<file path="src/rtl/unary_add_pkg.sv">
// Shared types and width helpers for the unary adder family.
package unary_add_pkg;

   typedef enum logic [1:0] {
      IDLE  = 2'd0,
      ACC   = 2'd1,
      DRAIN = 2'd2,
      DONE  = 2'd3
   } state_t;

   // Bits needed to hold a popcount of n inputs (0..n).
   function automatic int pc_width(input int n);
      return $clog2(n + 1);
   endfunction

   function automatic int max_int(input int a, input int b);
      return (a > b) ? a : b;
   endfunction

endpackage

</file>
<file path="src/rtl/unary_popcount.sv">
// Combinational population count of the unary input channels.
module unary_popcount
   import unary_add_pkg::*;
#(
   parameter int N_IN = 2,
   parameter int PC_W = pc_width(N_IN)
) (
   input  logic [N_IN-1:0] din,
   output logic [PC_W-1:0] cnt
);

   // Sum of the set bits across all channels.
   always_comb begin
      cnt = '0;
      for (int i = 0; i < N_IN; i++) begin
         cnt = cnt + PC_W'(din[i]);
      end
   end

endmodule

</file>
<file path="src/rtl/unary_add_nch.sv">
// Multi-channel unary accumulator with saturating/wrapping count and a
// unary replay (drain) of the accumulated total.
//
// state | meaning
// IDLE  | after reset, nothing accumulated yet
// ACC   | summing popcount(din) into count each enabled cycle
// DRAIN | emitting one dout pulse per unit of count, atomic until empty
// DONE  | burst finished, done held high until the next accumulate
module unary_add_nch
   import unary_add_pkg::*;
#(
   parameter int N_IN  = 2,
   parameter int CNT_W = 3,
   parameter int SAT   = 1
) (
   input  logic             clk,
   input  logic             rst,
   input  logic             en,
   input  logic             read_or_write,
   input  logic [N_IN-1:0]  din,
   output logic             dout,
   output logic             C,
   output logic             done,
   output logic [CNT_W-1:0] count
);

   localparam int PC_W  = pc_width(N_IN);
   // One guard bit above the wider operand so the overflow is visible.
   localparam int SUM_W = max_int(CNT_W, PC_W) + 1;
   localparam logic [SUM_W-1:0] MAX_S = {{(SUM_W-CNT_W){1'b0}}, {CNT_W{1'b1}}};

   state_t             state_q, state_d;
   logic [CNT_W-1:0]   count_q, count_d;
   logic               dout_q, dout_d;
   logic               c_q, c_d;
   logic               done_q, done_d;

   logic [PC_W-1:0]    pc;
   logic [SUM_W-1:0]   sum;
   logic [CNT_W-1:0]   acc_count;
   logic               acc_ovf;

   unary_popcount #(
      .N_IN (N_IN),
      .PC_W (PC_W)
   ) u_popcount (
      .din (din),
      .cnt (pc)
   );

   // Candidate accumulate result with saturate or wrap on overflow.
   always_comb begin
      sum       = {{(SUM_W-CNT_W){1'b0}}, count_q} + {{(SUM_W-PC_W){1'b0}}, pc};
      acc_ovf   = (sum > MAX_S);
      acc_count = sum[CNT_W-1:0];
      if (acc_ovf && (SAT != 0)) begin
         acc_count = {CNT_W{1'b1}};
      end
   end

   // Next-state and output logic; en low freezes everything and silences dout.
   always_comb begin
      state_d = state_q;
      count_d = count_q;
      dout_d  = 1'b0;
      c_d     = c_q;
      done_d  = done_q;
      if (en) begin
         case (state_q)
            IDLE: begin
               if (!read_or_write) begin
                  state_d = ACC;
                  count_d = acc_count;
                  c_d     = c_q | acc_ovf;
               end else begin
                  state_d = DRAIN;
               end
            end
            ACC: begin
               if (!read_or_write) begin
                  count_d = acc_count;
                  c_d     = c_q | acc_ovf;
               end else begin
                  // din on the switching edge is deliberately dropped
                  state_d = DRAIN;
               end
            end
            DRAIN: begin
               if (count_q != '0) begin
                  dout_d  = 1'b1;
                  count_d = count_q - CNT_W'(1);
               end else begin
                  done_d  = 1'b1;
                  state_d = DONE;
               end
            end
            DONE: begin
               if (!read_or_write) begin
                  // count is already 0 here, so this starts a fresh total
                  state_d = ACC;
                  done_d  = 1'b0;
                  count_d = acc_count;
                  c_d     = acc_ovf;
               end
            end
            default: begin
               state_d = IDLE;
            end
         endcase
      end
   end

   // State and output registers with synchronous reset.
   always_ff @(posedge clk) begin
      if (rst) begin
         state_q <= IDLE;
         count_q <= '0;
         dout_q  <= 1'b0;
         c_q     <= 1'b0;
         done_q  <= 1'b0;
      end else begin
         state_q <= state_d;
         count_q <= count_d;
         dout_q  <= dout_d;
         c_q     <= c_d;
         done_q  <= done_d;
      end
   end

   assign dout  = dout_q;
   assign C     = c_q;
   assign done  = done_q;
   assign count = count_q;

endmodule
</file>
<file path="config.mk">
export PLATFORM = sky130hd
export DESIGN_NAME = unary_add_nch
export DESIGN_NICKNAME = d
export VERILOG_FILES = /design/src/rtl/unary_add_pkg.sv /design/src/rtl/unary_popcount.sv /design/src/rtl/unary_add_nch.sv
export SDC_FILE = /design/constraint.sdc
export NUM_CORES = 1
export LEC_CHECK = 0
export CAP_MARGIN = 20
export CORE_MARGIN = 5
export CORE_UTILIZATION = 40
export DETAILED_ROUTE_END_ITERATION = 10
export GPL_TIMING_DRIVEN = 0
export PLACE_DENSITY = 0.65
export SYNTH_ARGS = -nofsm -noshare
export SYNTH_HDL_FRONTEND = slang
export SYNTH_SLANG_ARGS = --single-unit
export TNS_END_PERCENT = 50
</file>
<file path="constraint.sdc">
create_clock -name clk -period 2 [get_ports clk]
set_input_delay 0.4 -clock clk [delete_from_list [all_inputs] [get_ports clk]]
set_output_delay 0.4 -clock clk [all_outputs]
set_load 0.01 [all_outputs]
</file>
==> impl_metrics.csv, run 1 <==
group,metric,value,unit
outcome,outcome,"finished clean",
route,first_pass_iters,3,
route,wire_per_inst,12.7,um
global_route,antenna_found_initial,0,
sta,tightest_slew,0.437,ns
clock_tree,clk_path_buf_depth,2,
clock_tree,cts.clk_slew.worst_paths,0.05,ns
setup_path,slowest_delay,0.47,ns
clock_tree,cts.root.buffer_cell,"clkbuf_4",
yosys,synth.most_common_cell,"dfxtp_1",
clock_tree,post_cts_buffers,0,
global_route,grt_pass1_vias,457,
clock_tree,clock_sinks,8,
setup_path,r2r_cells,6,
layout,fill_cells,135,
route,drtAntennaViolNets,0,
power,peakVddDrop,0.000552,V
yosys,synth_top_area_share,28.3,%
setup_path,regToRegStartpoint,"state_q[0]",
yosys,synth-edff-count,0,
clock_tree,cts_tree,"built",
clock_tree,cts-resized-gates,0,
global_route,gr-total-overflow,0,
floorplanning,io_pins,12,
placed_design,dp_hpwl,885,um
setup_path,end_kind,"flip-flop",
yosys,yosysUniqueCellTypes,28,
global_route,grt.total_usage,12.0,%
yosys,seq_area_frac_synth,28.3,%
setup_path,crit_slowest_cell,"fa_1",
sta,max_freq,527,MHz
yosys,ys_seq_elements,8,
sta,relSlewSlack,70.9,%
setup_path,worst-setup-path-type,"in -> reg",
clock_tree,cts.htree.levels,1,
sta,finClkSkew,0.00120,ns
floorplanning,core-area,1320,um2
yosys,synthArstFlopShare,0,%
sta,fin_crit_sh,94.8,%
sta,setup_viol,0,
run,drv_cap,0,
route,vias_per_cell,5.46,
sta,finalCriticalPeriod,1.90,ns
global_route,grt_max_degree,11,
yosys,synth.largest_area_cell,"dfxtp_1",
yosys,synthTopCellsByArea,"dfxtp_1 (28%), ha_1 (15%), a21oi_1 (5.3%)",
route,vias,486,
yosys,syn_area,567,um2
yosys,synth.net_count,75,
yosys,synth-main-ff-cell,"dfxtp_1",
route,drtIter0Drc,4,
route,drt_wl_total,1.13,mm
yosys,syn_inst,61,
floorplanning,chipWidth,47.6,um
sta,setup_tns,0,ns
floorplanning,rows,13,
yosys,synth.top_cells.by_count,"dfxtp_1 (8), ha_1 (7), a21oi_1 (6)",
worst_hold_path,whs_path_depth,2,
floorplanning,die_h,47.6,um
power,power_density,695,nW/um2
setup_path,crit_start,"din[0]",
route,wl_met2,526,um
route,dr.max_layer_used,"met4",
route,wl_met1,524,um
power,leakage,0.278,nW
clock_tree,clk_latency,0.25,ns
layout,area_growth,24.9,%
yosys,yosys_warnings,0,
setup_path,worstPathCellList,"clkdlybuf4s50_1, fa_1, ha_1, o31a_1, mux2i_1, nor2_1",
layout,fin_nets,90,
layout,layout-drive-gt1-share,12.2,%
setup_path,cp_max_fo,3,
route,drcViolationCount,0,
sta,final_max_slew_viol_count,0,
setup_path,worstPathRequired,2.12,ns
setup_path,r2r_end,"count[0]",
power,total_power,492,uW
placed_design,io_buffers,10,
sta,rsz0062_at_grt,"no",
worst_hold_path,holdCritPathClass,"reg -> reg",
floorplanning,start_util,43.0,%
clock_tree,cts_hold_buf,0,
clock_tree,numCtsBuffers,3,
setup_path,endpoint,"count[1]",
setup_path,reg2reg_setup_slack,0.34,ns
global_route,grt_pass1_wl,1.91,mm
sta,finalHoldViolations,0,
floorplanning,design.die.area,2270,um2
placed_design,place_congestion,0.836,
yosys,syn_area_per_cell,9.29,um2
setup_path,worstSetupStartpointType,"input port",
layout,diodes,0,
setup_path,arrival,2.02,ns
route,dr_wl_met3,71,um
==> cells in the final DEF, fill, tap and decap left out, types with 2 or more instances in the layout <==
| master | instances |
|---|---|
| inv_1 | 5 |
| or3_1 | 2 |
| ha_1 | 7 |
| nor2_1 | 3 |
| nand2b_1 | 2 |
| dfxtp_1 | 8 |
| clkbuf_4 | 3 |
| mux2i_1 | 2 |
| nand2_1 | 4 |
| clkdlybuf4s50_1 | 10 |
| a21oi_1 | 6 |
| nand4_1 | 3 |
| o21ai_0 | 2 |
==> logic make-up (layout without fill, tap and decap cells) <==
group                      Yosys count  in the layout  synth area share, %
AOI/OAI and AO/OA                   18             18                 26.1
adders and majority gates            8              8                 19.0
buffers and inverters                7             20                 5.30
DFF                                  8              8                 28.3
muxes                                2              2                 3.53
and+or+nand+nor                     18             18                 17.9
==> power breakdown <==
part           switching [mW]  total, mW  internal, mW
registers              0.0161      0.191         0.175
clock network          0.0508      0.119        0.0684
logic                  0.0945      0.182        0.0874
total                   0.161      0.492         0.331
==> area by class of cell <==
class / instances / area [um2] / share of cell area (%)
Multi-Input combinational cell: 46 / 377 / 53.2
Sequential cell: 8 / 160 / 22.6
Timing Repair Buffer: 10 / 100 / 14.1
Clock buffer: 3 / 22.5 / 3.18
Inverter: 5 / 18.8 / 2.65
Tap cell: 15 / 18.8 / 2.65
Buffer: 2 / 11.3 / 1.59
==> how the worst min path moves through the flow <==
stage               from  end
global placement       C    C
CTS                    C    C
finish                 C    C
floorplan              C    C
global route           C    C
detailed placement     C    C
==> through the flow <==
stage / setup slack [ns] / hold WS [ns] / cells / area [um2] / utilization [%]
finish: 0.104 / 0.460 / 89 / 708 / 53.8
floorplan: 0.343 / 0.476 / 61 / 567 / -
global route: 0.0136 / 0.487 / 89 / 708 / 53.8
detailed placement: -0.162 / 0.454 / 86 / 686 / 52.0
CTS: 0.103 / 0.463 / 89 / 708 / 53.8
global placement: -0.152 / 0.440 / 86 / 686 / 52.0
==> flip-flops by register name, summed over array words and instances (netlist names) <==
signal,cells
count,3
done,1
state_q,2
dout,1
C,1
==> worst max-delay path, delay by kind of cell <==
kind	cells	cell delay, ns
muxes	1	0.12
and+or+nand+nor	1	0.05
adders and majority gates	2	0.76
AOI/OAI and AO/OA	1	0.27
buffers and inverters	1	0.43
==> metal layers <==
| metal | vias up | global-route usage, % |
|---|---|---|
| met5 | - | 0 |
| met4 | 0 | 1.61 |
| met3 | 2 | 6.02 |
| met2 | 9 | 20.3 |
| met1 | 223 | 13.9 |
| li1 | 252 | - |
Power figures use the tool's default switching activity.
==> inputs of run 2 (changes only) <==
SETUP_SLACK_MARGIN = 0.15   (was not set)
SLEW_MARGIN = 20   (was not set)
==> run 2 against run 1 <==
Setup slack improved by 0.24 ns; clock power is essentially flat; non-clock buffer count unchanged; critical path type is now reg -> reg; via count is 0.41% higher; largest cell class unchanged; sequential cell count unchanged; die area is the same; maximum frequency increased by 14%; total power rose by 0.34%; cell area increased by 1.1%; register-to-register slack is essentially flat; sequential power hardly changed.
==> impl_metrics.csv, run 2 (synthesized netlist as in run 1, its figures left out) <==
group,metric,value,unit
outcome,outcome,"finished clean",
global_route,antenna_found_initial,0,
floorplanning,rows,13,
route,vias,488,
placed_design,dp_cells,86,
clock_tree,cts.root.buffer_cell,"clkbuf_4",
layout,finish.utilization,54.3,%
clock_tree,clock_sinks,8,
global_route,grt.total_usage,12.0,%
placed_design,dp_hpwl,885,um
sta,finClkSkew,0.00282,ns
setup_path,worst-setup-path-type,"reg -> reg",
worst_hold_path,hp-start,"C",
global_route,grt_pass1_wl,1.91,mm
layout,area_growth,26.3,%
sta,finalCriticalPeriod,1.66,ns
floorplanning,chipWidth,47.6,um
setup_path,crit_start,"state_q[0]",
route,wire_per_inst,12.9,um
power,leakage,0.295,nW
route,drt_wl_total,1.15,mm
layout,largest_reg_flops,3,
sta,finalHoldViolations,0,
sta,tightest_slew,0.446,ns
global_route,use_met1,14.2,%
floorplanning,io_pins,12,
worst_hold_path,holdCritPathClass,"reg -> reg",
route,drcViolationCount,0,
power,power_density,690,nW/um2
layout,most-common-layout-cells,"dfxtp_1 (8), clkdlybuf4s50_1 (8), ha_1 (7)",
sta,max_freq,602,MHz
clock_tree,clk_path_buf_depth,2,
placed_design,place_congestion,0.836,
sta,fin_crit_sh,83.0,%
sta,rsz0062_at_grt,"no",
route,drtAntennaViolNets,0,
floorplanning,design.die.area,2270,um2
power,peakVddDrop,0.000553,V
run,drv_cap,0,
floorplanning,core-area,1320,um2
setup_path,end_kind,"flip-flop",
global_route,top_usage_layer,"met2",
global_route,use_met3,6.02,%
global_route,gr-total-overflow,0,
global_route,grt_pass1_vias,454,
setup_path,cp_max_fo,5,
floorplanning,start_util,43.0,%
layout,fin_nets,90,
setup_path,worstSetupStartpointType,"flip-flop",
global_route,use_met2,20.1,%
clock_tree,cts.clk_slew.worst_paths,0.05,ns
layout,final_cells,89,
setup_path,arrival,1.84,ns
layout,diodes,0,
route,first_pass_iters,4,
route,drtIter0Drc,4,
clock_tree,cts_tree,"built",
setup_path,regToRegStartpoint,"state_q[0]",
floorplanning,die_h,47.6,um
sta,final_max_slew_viol_count,0,
route,vias_per_cell,5.48,
layout,layout-drive-gt1-share,13.5,%
setup_path,worstPathRequired,2.18,ns
power,total_power,494,uW
clock_tree,numCtsBuffers,3,
clock_tree,cts.htree.levels,1,
sta,relSlewSlack,70.2,%
clock_tree,clk_latency,0.25,ns
global_route,grt_max_degree,11,
placed_design,io_buffers,10,
sta,setup_viol,0,
run 2: cell types whose count changed in the layout (fill, tap and decap cells not counted):
cell             before  now
clkdlybuf4s50_1      10    8
dlymetal6s2s_1        0    2
fa_1                  1    0
fa_2                  0    1
run 2: where the power goes:
| group | switching [mW] | leakage (nW) | total, mW | internal, mW |
|---|---|---|---|---|
| Clock | 0.0518 | 0.0138 | 0.120 | 0.0685 |
| Sequential | 0.0164 | 0.0653 | 0.191 | 0.175 |
| Combinational | 0.0949 | 0.216 | 0.182 | 0.0873 |
| Total | 0.163 | 0.295 | 0.494 | 0.331 |
run 2: stage by stage:
stage / TNS, ns / hold WS, ns / setup WS (ns) / instance area (um2)
CTS: 0 / 0.463 / 0.164 / 711
finish: 0 / 0.461 / 0.339 / 716
global route: 0 / 0.487 / 0.223 / 716
floorplan: 0 / 0.476 / 0.343 / 567
global placement: -0.224 / 0.440 / -0.152 / 686
detailed placement: -0.241 / 0.454 / -0.162 / 686
run 2: per-layer routing:
metal / part of all wire (%) / vias up
met5: 0 / -
met4: 0.70 / 0
met3: 7.2 / 2
met2: 46 / 11
met1: 46 / 222
li1: - / 253
run 2: cell type report:
cell class	count	area, um2
Tap cell	15	18.8
Clock buffer	3	22.5
Inverter	5	18.8
Buffer	2	11.3
Timing Repair Buffer	10	105
Multi-Input combinational cell	46	379
Fill cell	134	602
Sequential cell	8	160
run 2: repair_timing:
item,in CTS,in global routing
pin swaps,0,1
setup endpoints to repair,1,2
gates resized for setup,1,2
setup buffers,0,0
cloned,0,0
hold buffers,0,0
run 2: path summary, 6_finish.rpt:
kind                            endpoint  slack (ns)  depth (start not counted)
worst min register to register         C        0.46                          2
worst min-delay path                   C        0.46                          2
worst max register to register  count[0]        0.34                          6
worst max-delay path            count[0]        0.34                          6
run 2: worst max-delay path: stages, from the launching register on:
cell and delay, ns:
dfxtp_1 0.37, inv_1 0.09, ha_1 0.30, nand3b_1 0.13
o211ai_2 0.15, or3_1 0.38, a31oi_1 0.16
